## config.mk

```make
export PLATFORM = sky130hd
export DESIGN_NAME = fpu_issue_ctrl
export DESIGN_NICKNAME = d
export VERILOG_FILES = /design/src/rtl/fpu_issue_ctrl.sv
export SDC_FILE = /design/constraint.sdc
export NUM_CORES = 1
export LEC_CHECK = 0
export BUFFER_PORTS_ARGS = -buffer_cell sky130_fd_sc_hd__buf_2
export CAP_MARGIN = 10
export CORE_MARGIN = 4
export CORE_UTILIZATION = 37
export CTS_BUF_LIST = sky130_fd_sc_hd__clkbuf_4 sky130_fd_sc_hd__clkbuf_8 sky130_fd_sc_hd__clkbuf_16
export CTS_CLUSTER_SIZE = 12
export DETAILED_ROUTE_END_ITERATION = 16
export SKIP_LAST_GASP = 1
export SLEW_MARGIN = 20
export SYNTH_ARGS = -nofsm -noshare
export SYNTH_HDL_FRONTEND = slang
export SYNTH_SLANG_ARGS = --single-unit
```

## constraint.sdc

```tcl
create_clock -name in_Clk -period 2.3 [get_ports in_Clk]
set_input_delay 0.46 -clock in_Clk [delete_from_list [all_inputs] [get_ports in_Clk]]
set_output_delay 0.46 -clock in_Clk [all_outputs]
set_load 0.05 [all_outputs]
```

## src/rtl/fpu_issue_ctrl.sv

```systemverilog
// Issue/sequencing stage in front of FP_Unit: latches one FP op, starts the unit, waits, captures result.
// Latency: ADD/SUB/MUL result valid FIX_LAT+1 cycles after accept; DIV waits for FP_Unit stall then DIV_SETTLE.
// Backpressure: one op in flight; out_ready only in IDLE, result held in RESULT until in_wb_ready.
// Ports: in_Clk/in_Rst (sync, active-high); execute side in_valid/in_rs1/in_rs2/in_FPU_Op/in_rd/in_flush,
//        out_ready/out_pipe_stall; FP_Unit side out_fpu_rs1/rs2/op/start, in_fpu_data/in_fpu_stall;
//        writeback side out_wb_valid/out_wb_rd/out_wb_data, in_wb_ready; out_err sticky DIV timeout.
module fpu_issue_ctrl #(
  parameter int FIX_LAT     = 2,
  parameter int DIV_SETTLE  = 2,
  parameter int DIV_TIMEOUT = 64
) (
  input  logic        in_Clk,
  input  logic        in_Rst,
  input  logic        in_valid,
  input  logic [31:0] in_rs1,
  input  logic [31:0] in_rs2,
  input  logic [1:0]  in_FPU_Op,
  input  logic [4:0]  in_rd,
  input  logic        in_flush,
  output logic        out_ready,
  output logic        out_pipe_stall,
  output logic [31:0] out_fpu_rs1,
  output logic [31:0] out_fpu_rs2,
  output logic [1:0]  out_fpu_op,
  output logic        out_fpu_start,
  input  logic [31:0] in_fpu_data,
  input  logic        in_fpu_stall,
  output logic        out_wb_valid,
  output logic [4:0]  out_wb_rd,
  output logic [31:0] out_wb_data,
  input  logic        in_wb_ready,
  output logic        out_err
);

  localparam logic [2:0] ST_IDLE     = 3'd0;
  localparam logic [2:0] ST_ISSUE    = 3'd1;
  localparam logic [2:0] ST_WAIT_FIX = 3'd2;
  localparam logic [2:0] ST_WAIT_DIV = 3'd3;
  localparam logic [2:0] ST_SETTLE   = 3'd4;
  localparam logic [2:0] ST_RESULT   = 3'd5;
  localparam logic [2:0] ST_DRAIN    = 3'd6;

  localparam logic [1:0] OP_DIV = 2'b11;

  // One shared counter covers fixed latency, DIV timeout and settle delay.
  localparam int CNT_MAX = DIV_TIMEOUT + FIX_LAT + DIV_SETTLE;
  localparam int CNT_W   = $clog2(CNT_MAX + 1);

  localparam logic [CNT_W-1:0] FIX_LAT_C  = CNT_W'(FIX_LAT);
  localparam logic [CNT_W-1:0] SETTLE_C   = CNT_W'(DIV_SETTLE);
  localparam logic [CNT_W-1:0] TO_LAST_C  = CNT_W'(DIV_TIMEOUT - 1);

  logic [2:0]       state;
  logic [CNT_W-1:0] cnt;
  logic [CNT_W-1:0] cnt_inc;

  assign cnt_inc = cnt + CNT_W'(1);

  assign out_ready      = (state == ST_IDLE);
  assign out_pipe_stall = (state != ST_IDLE);
  assign out_fpu_start  = (state == ST_ISSUE);
  assign out_wb_valid   = (state == ST_RESULT);

  always_ff @(posedge in_Clk) begin
    if (in_Rst) begin
      state       <= ST_IDLE;
      cnt         <= '0;
      out_fpu_rs1 <= '0;
      out_fpu_rs2 <= '0;
      out_fpu_op  <= '0;
      out_wb_rd   <= '0;
      out_wb_data <= '0;
      out_err     <= 1'b0;
    end else begin
      case (state)
        ST_IDLE: begin
          if (in_valid && !in_flush) begin
            out_fpu_rs1 <= in_rs1;
            out_fpu_rs2 <= in_rs2;
            out_fpu_op  <= in_FPU_Op;
            out_wb_rd   <= in_rd;
            state       <= ST_ISSUE;
          end
        end
        ST_ISSUE: begin
          if (in_flush) begin
            state <= ST_IDLE;
          end else if (out_fpu_op == OP_DIV) begin
            state <= ST_WAIT_DIV;
            cnt   <= '0;
          end else begin
            state <= ST_WAIT_FIX;
            cnt   <= CNT_W'(1);
          end
        end
        ST_WAIT_FIX: begin
          if (in_flush) begin
            state <= ST_IDLE;
          end else if (cnt == FIX_LAT_C) begin
            out_wb_data <= in_fpu_data;
            state       <= ST_RESULT;
          end else begin
            cnt <= cnt_inc;
          end
        end
        ST_WAIT_DIV: begin
          // FP_Unit cannot abort a divide, so a flush must wait it out in DRAIN.
          // The counter keeps running so DRAIN shares the same timeout budget.
          if (in_flush) begin
            state <= ST_DRAIN;
            cnt   <= cnt_inc;
          end else if (cnt != '0 && !in_fpu_stall) begin
            // cnt==0 is the cycle right after start, where stall may not be up yet.
            state <= ST_SETTLE;
            cnt   <= '0;
          end else if (cnt >= TO_LAST_C) begin
            out_err <= 1'b1;
            state   <= ST_IDLE;
          end else begin
            cnt <= cnt_inc;
          end
        end
        ST_DRAIN: begin
          if (!in_fpu_stall) begin
            state <= ST_IDLE;
          end else if (cnt >= TO_LAST_C) begin
            out_err <= 1'b1;
            state   <= ST_IDLE;
          end else begin
            cnt <= cnt_inc;
          end
        end
        ST_SETTLE: begin
          // Sample on the DIV_SETTLE-th edge after stall was seen low.
          if (in_flush) begin
            state <= ST_IDLE;
          end else if (cnt_inc == SETTLE_C) begin
            out_wb_data <= in_fpu_data;
            state       <= ST_RESULT;
          end else begin
            cnt <= cnt_inc;
          end
        end
        ST_RESULT: begin
          // Flush takes priority over a simultaneous writeback consume.
          if (in_flush || in_wb_ready) begin
            state <= ST_IDLE;
          end
        end
        default: state <= ST_IDLE;
      endcase
    end
  end

endmodule

```

After elaboration in Yosys (flattened, before gate mapping):

Cells that the tools add are included.
Widths: inputs -> output; s select.

* reduce and logical (&&, ||, !) cells: 16
* order comparisons: 1
* equality and inequality tests: 23
* add/subtract/negate cells: 1
* muxes and demuxes: 34

Operators by type and width (number)
* $mux 32: 4
* $pmux 32 s2: 1
* $mux 7: 9
* $pmux 7 s5: 1
* $mux 3: 10
* $pmux 3 s7: 1
* $ne 2x2->1 const B: 10
* $eq 7x2->1 const B: 2
* $eq 3x3->1 const B: 3
* $reduce_and 4->1: 2
* $add 7x1->7 const B: 1
* $ge 7x6->1 const B: 1
* $reduce_and 7->1: 1
* $reduce_bool 7->1: 1
* $eq 3x2->1 const B: 2
* $mux 1: 6
* $ne 3x3->1 const B: 2
* $reduce_and 5->1: 1
* $reduce_bool 5->1: 1
* $ne 2x1->1 const B: 2
* $reduce_bool 2->1: 2
* $eq 3x1->1 const B: 1
* $logic_not 3->1: 1
* $reduce_bool 3->1: 1
* 7 further kinds: 9

* logic and storage cells: 83
* register bits after elaboration: 114

Logic depth before layout (Yosys ltp):

* depth after elaboration: 5
* mapped depth: 9
* mapped depth without buffers: 8

Worst setup path before layout:

Ideal clock, no wire load.

* kind: reg2reg
* start: reg state[1]
* end: reg out_fpu_rs1[0]
* cell stages (with the launch flop): 9
* slack: -0.387 ns
* path buffers: 3
* arrival time: 2.616 ns
* data required time: 2.230 ns
* clock period less this slack: 2.687 ns
* cells stage by stage: dfxtp_1 > buf_2 > clkbuf_1 > nor3_2 > inv_1 > nor2_1 > buf_2 > nand2_1 > a21oi_1

* longest elaborated chain between the ends: 2

Ends and longest elaborated chain
* start, declared: RTL line 53 `logic [2:0] state;`
* start signal, assigned: RTL line 66 `state <= ST_IDLE;`
* start signal, assigned: RTL line 82 `state <= ST_ISSUE;`
* start signal, assigned: RTL line 87 `state <= ST_IDLE;`
* $logic_not 3->1
* net out_ready: RTL line 20 `output logic out_ready,`
* $reduce_and 2->1 (no line)
* end signal, assigned: RTL line 78 `out_fpu_rs1 <= in_rs1;`
* end, declared: RTL line 22 `output logic [31:0] out_fpu_rs1,`

The timed path passes the listed nets, and every way through them passes these cells.
A chain may end at the register's enable or synchronous reset.

Worst setup path after layout:

* start: reg cnt[1]
* end: reg out_wb_data[25]

* longest elaborated chain between the ends: 4

Ends and longest elaborated chain
* start, declared: RTL line 54 `logic [CNT_W-1:0] cnt;`
* start signal, assigned: RTL line 103 `cnt <= cnt_inc;`
* start signal, assigned: RTL line 111 `cnt <= cnt_inc;`
* start signal, assigned: RTL line 120 `cnt <= cnt_inc;`
* $add 7x1->7: RTL line 57 `assign cnt_inc = cnt + CNT_W'(1);`
* $eq 7x2->1: RTL line 137 `end else if (cnt_inc == SETTLE_C) begin`
* $ne 2x2->1 (no line)
* $reduce_and 5->1 (no line) (*)
* end signal, assigned: RTL line 100 `out_wb_data <= in_fpu_data;`
* end signal, assigned: RTL line 138 `out_wb_data <= in_fpu_data;`
* end, declared: RTL line 30 `output logic [31:0] out_wb_data,`

Mark *: on every way between the ends. The rest lies on a longest branch, timed or not.

==> qor.csv <==
stage;metric;value;unit
status;outcome;complete, no violations;
cells_and_area;diode count;0;
placed_design;Inst Count DP;968;
sta;post-layout minimum cycle time;2.163;ns
global_routing;first-pass GRT wire length;22290;um
floorplanning;I/O Pins;217;
floorplanning;die height;124.1;um
yosys;Yosys cell types;58;
sta;Slew Limit Headroom;0.6517;
detailed_routing;post-route ant nets;0;
setup_path;worst r2r path cells;9;
yosys;Ys Warns;0;
placed_design;Detailed Place HPWL;10260;um
clocking;worst skew pair latency;0.41;ns
detailed_routing;final wirelength;14470;um
sta;hold slack;0.2866;ns
clocking;clock sink count;114;
sta;RSZ-0062 raised after global routing;no;
yosys;Seq/Total Area, Yosys;0.4573;
detailed_routing;WL/cell;14.39;um
setup_path;terminus of the critical flop-to-flop path;out_wb_data[25];
floorplanning;Die ar.;15410;um^2
placed_design;Setup WS pre-CTS;0.04300;ns
placed_design;dpl cell area;6302;um^2
placed_design;routability cong.;0.8346;
yosys;number of enable flip-flop cells after synthesis;0;
global_routing;initial antenna violation count;0;
sta;final setup fails;0;
sta;Peak Freq;0.4624;GHz
setup_path;CP Cell Sequence;buf_4 > and3_1 > o211ai_1 > a211oi_4 > a22oi_2 > nor3_4 > buf_12 > clkbuf_16 > mux2i_1;
setup_path;critical path's slowest cell;dfxtp_2;
sta;Worst Skew;0.007859;ns
sta;Worst Setup Slack, final;0.1372;ns
clocking;CTS tree;yes;
yosys;Mapped Nets;716;
setup_path;Crit Path Class;reg2reg;
power;PD cells;907.0;nW/um^2
clocking;H-tree depth;4;
detailed_routing;met3 WL;1335;um
yosys;cell area after synthesis;4991;um^2
setup_path;critical path's top delay family;compound AO/OA/AOI/OAI gates;
setup_path;Critical Path Start Type;register;
setup_path;FF-to-FF Start;cnt[1];
detailed_routing;Met1 Routed Length;6002;um
global_routing;Overflow after GRT;0;
detailed_routing;drt drc;0;
global_routing;GRT Resource Usage Total;0.1821;
hold_path;hold_sp;in_rs2[1];
floorplanning;# rows;42;
hold_path;HP Class;in2reg;
floorplanning;Die X;124.1;um
cells_and_area;final std cells w/o fill;1005;
setup_path;Critical Path Sink Type;register;
global_routing;largest net degree at the start of global routing;92;
yosys;Syn Area/Cell;8.277;um^2
setup_path;CP Max Fanout;16;
power;Max VDD drop;0.4814;mV
clocking;Reg clk slew, reported paths;0.05;ns
global_routing;vias in the first global route;4739;
sta;crit share post-route;0.9403;
flow_run;max-capacitance violation count;0;
floorplanning;Initial Utilization;0.3769;
yosys;Synth top area share;0.4573;
power;Leakage;3.110;nW
cells_and_area;Synth-to-Final Area Change;40.91;%
yosys;Area contributors post-synth;dfxtp_1 46%, nand2_1 12%, nand2b_1 8.3%;
yosys;cell taking the most area after synthesis;dfxtp_1;
detailed_routing;Via density;4.797;
floorplanning;Core ar.;13240;um^2
placed_design;PortBufs;216;
clocking;clk root buf;clkbuf_16;
cells_and_area;Layout Nets;930;
setup_path;Max stage delay on crit path;0.39;ns
detailed_routing;Highest Signal Layer;met4;
hold_path;hold worst-path end;out_fpu_rs2[1];
clocking;clock buffer depth;2;
sta;Slew @ Worst Pin;0.5219;ns
yosys;Synth Register Bits;114;
setup_path;Worst R2R Setup Slack;0.14;ns
yosys;Synth Flop Type;dfxtp_1;
clocking;CTS Buf Count;17;
sta;total negative slack;0;ns
cells_and_area;share of post-route cells with drive strength above 1;0.3607;
yosys;Cells after Synth;603;
hold_path;Hold Path Stages;3;
detailed_routing;DR iter-0 viols;227;
detailed_routing;WL met2;6792;um
yosys;Async SR Flop Fraction;0;
cells_and_area;final instance area;7033;um^2
setup_path;crit path DAT;2.50;ns
detailed_routing;detailed-route via count;4821;
sta;max-slew violation count;0;
sta;endpoints failing hold;0;
setup_path;CP Buf/Inv Count;3;
detailed_routing;Detailed Routing Iterations Pass 1;4;
setup_path;worst endpoint required time;2.63;ns
clocking;hold_buf cts;0;
cell type report:
type,instances,area (um^2)
clock inverter,11,137.6
tap,176,220.2
inverter,8,33.78
clock buffer,20,454.2
timing repair buffer,240,1374
fill,1285,6210
sequential,114,2290
multi-input combinational,436,2524
cells in the mapped netlist (all sizes together) (3+ instances only):
| library cell | number |
|---|---|
| ha | 4 |
| and2 | 4 |
| nand2 | 155 |
| nand2b | 66 |
| inv | 8 |
| nor3 | 7 |
| o2bb2ai | 3 |
| buf | 18 |
| o21a | 3 |
| o21ai | 9 |
| a31oi | 4 |
| nor2 | 19 |
| nand3 | 6 |
| a21oi | 79 |
| clkbuf | 27 |
| dfxtp | 114 |
| o211ai | 4 |
| o22ai | 3 |
| mux2i | 33 |
sequential cells by signal, summed over array words and instances, names as in the netlist:
name / count
out_err: 1
out_fpu_op: 2
out_wb_rd: 5
cnt: 7
state: 3
out_wb_data: 32
out_fpu_rs2: 32
out_fpu_rs1: 32
routing by layer:
layer / vias to the layer above / GRT usage
met3: 23 / 0.07902
met2: 168 / 0.2939
li1: 2436 / -
met5: - / 0
met1: 2194 / 0.2113
met4: 0 / 0.07598
stage by stage:
stage	util	power, W
after floorplan	-	0.003311
after global placement	0.4759	0.003735
after detailed placement	0.4759	0.003758
after CTS	0.5206	0.006409
after global routing	0.5311	0.006670
final	0.5311	0.006379
worst min-delay path, cell delays in order:
cell     delay, ns
buf_2         0.09
nand2_1       0.04
a21oi_1       0.05
how the worst max path moves through the flow:
| stage | start | end | slack [ns] | depth (start not counted) |
|---|---|---|---|---|
| final | cnt[1] | out_wb_data[25] | 0.14 | 9 |
| after global routing | cnt[1] | out_wb_data[25] | 0.02 | 9 |
| after CTS | cnt[1] | cnt[3] | 0.03 | 7 |
| after detailed placement | cnt[1] | cnt[3] | 0.04 | 7 |
| after global placement | cnt[1] | cnt[3] | 0.14 | 7 |
| after floorplan | state[1] | out_fpu_rs1[0] | 0.01 | 8 |
timing repair:
action                     in CTS  in global routing
gates resized for setup         0                 13
setup buffers                   0                  4
setup endpoints to repair       0                 39
layout by cell type (no fill, tap or decap), drive strengths merged, types with 2 or more instances in the layout:
master,Yosys,final
and3,2,2
nor4bb,2,2
bufinv,0,3
o2bb2ai,3,3
inv,8,7
nand2b,66,66
o21ai,9,9
nor2,19,19
clkinv,0,8
buf,18,238
o22ai,3,3
nor3,7,7
a21boi,2,2
o211ai,4,4
nand2,155,155
and4,2,2
mux2i,33,33
ha,4,4
o31ai,2,2
nor2b,2,2
a211o,2,2
and2,4,4
o311a,2,2
o21a,3,3
a21oi,79,79
a31oi,4,4
a22oi,2,2
nand3,6,6
clkbuf,27,22
dfxtp,114,114
power by group:
part	total, W	leakage, nW	internal (W)	switching, W
combinational	0.00153	1.88	0.000490	0.00104
sequential	0.00222	0.928	0.00211	0.000104
clock	0.00263	0.300	0.00174	0.000892
logic make-up after synthesis:
group | synth area share
AO/OA/AOI/OAI | 0.1504
XOR/XNOR | 0.003510
adder cells (fa/ha/maj) | 0.01003
buffers and inverters | 0.04964
flip-flops | 0.4573
multiplexers | 0.06618
AND/OR/NAND/NOR | 0.2630
Note: power is estimated with default switching activity, not from simulation.
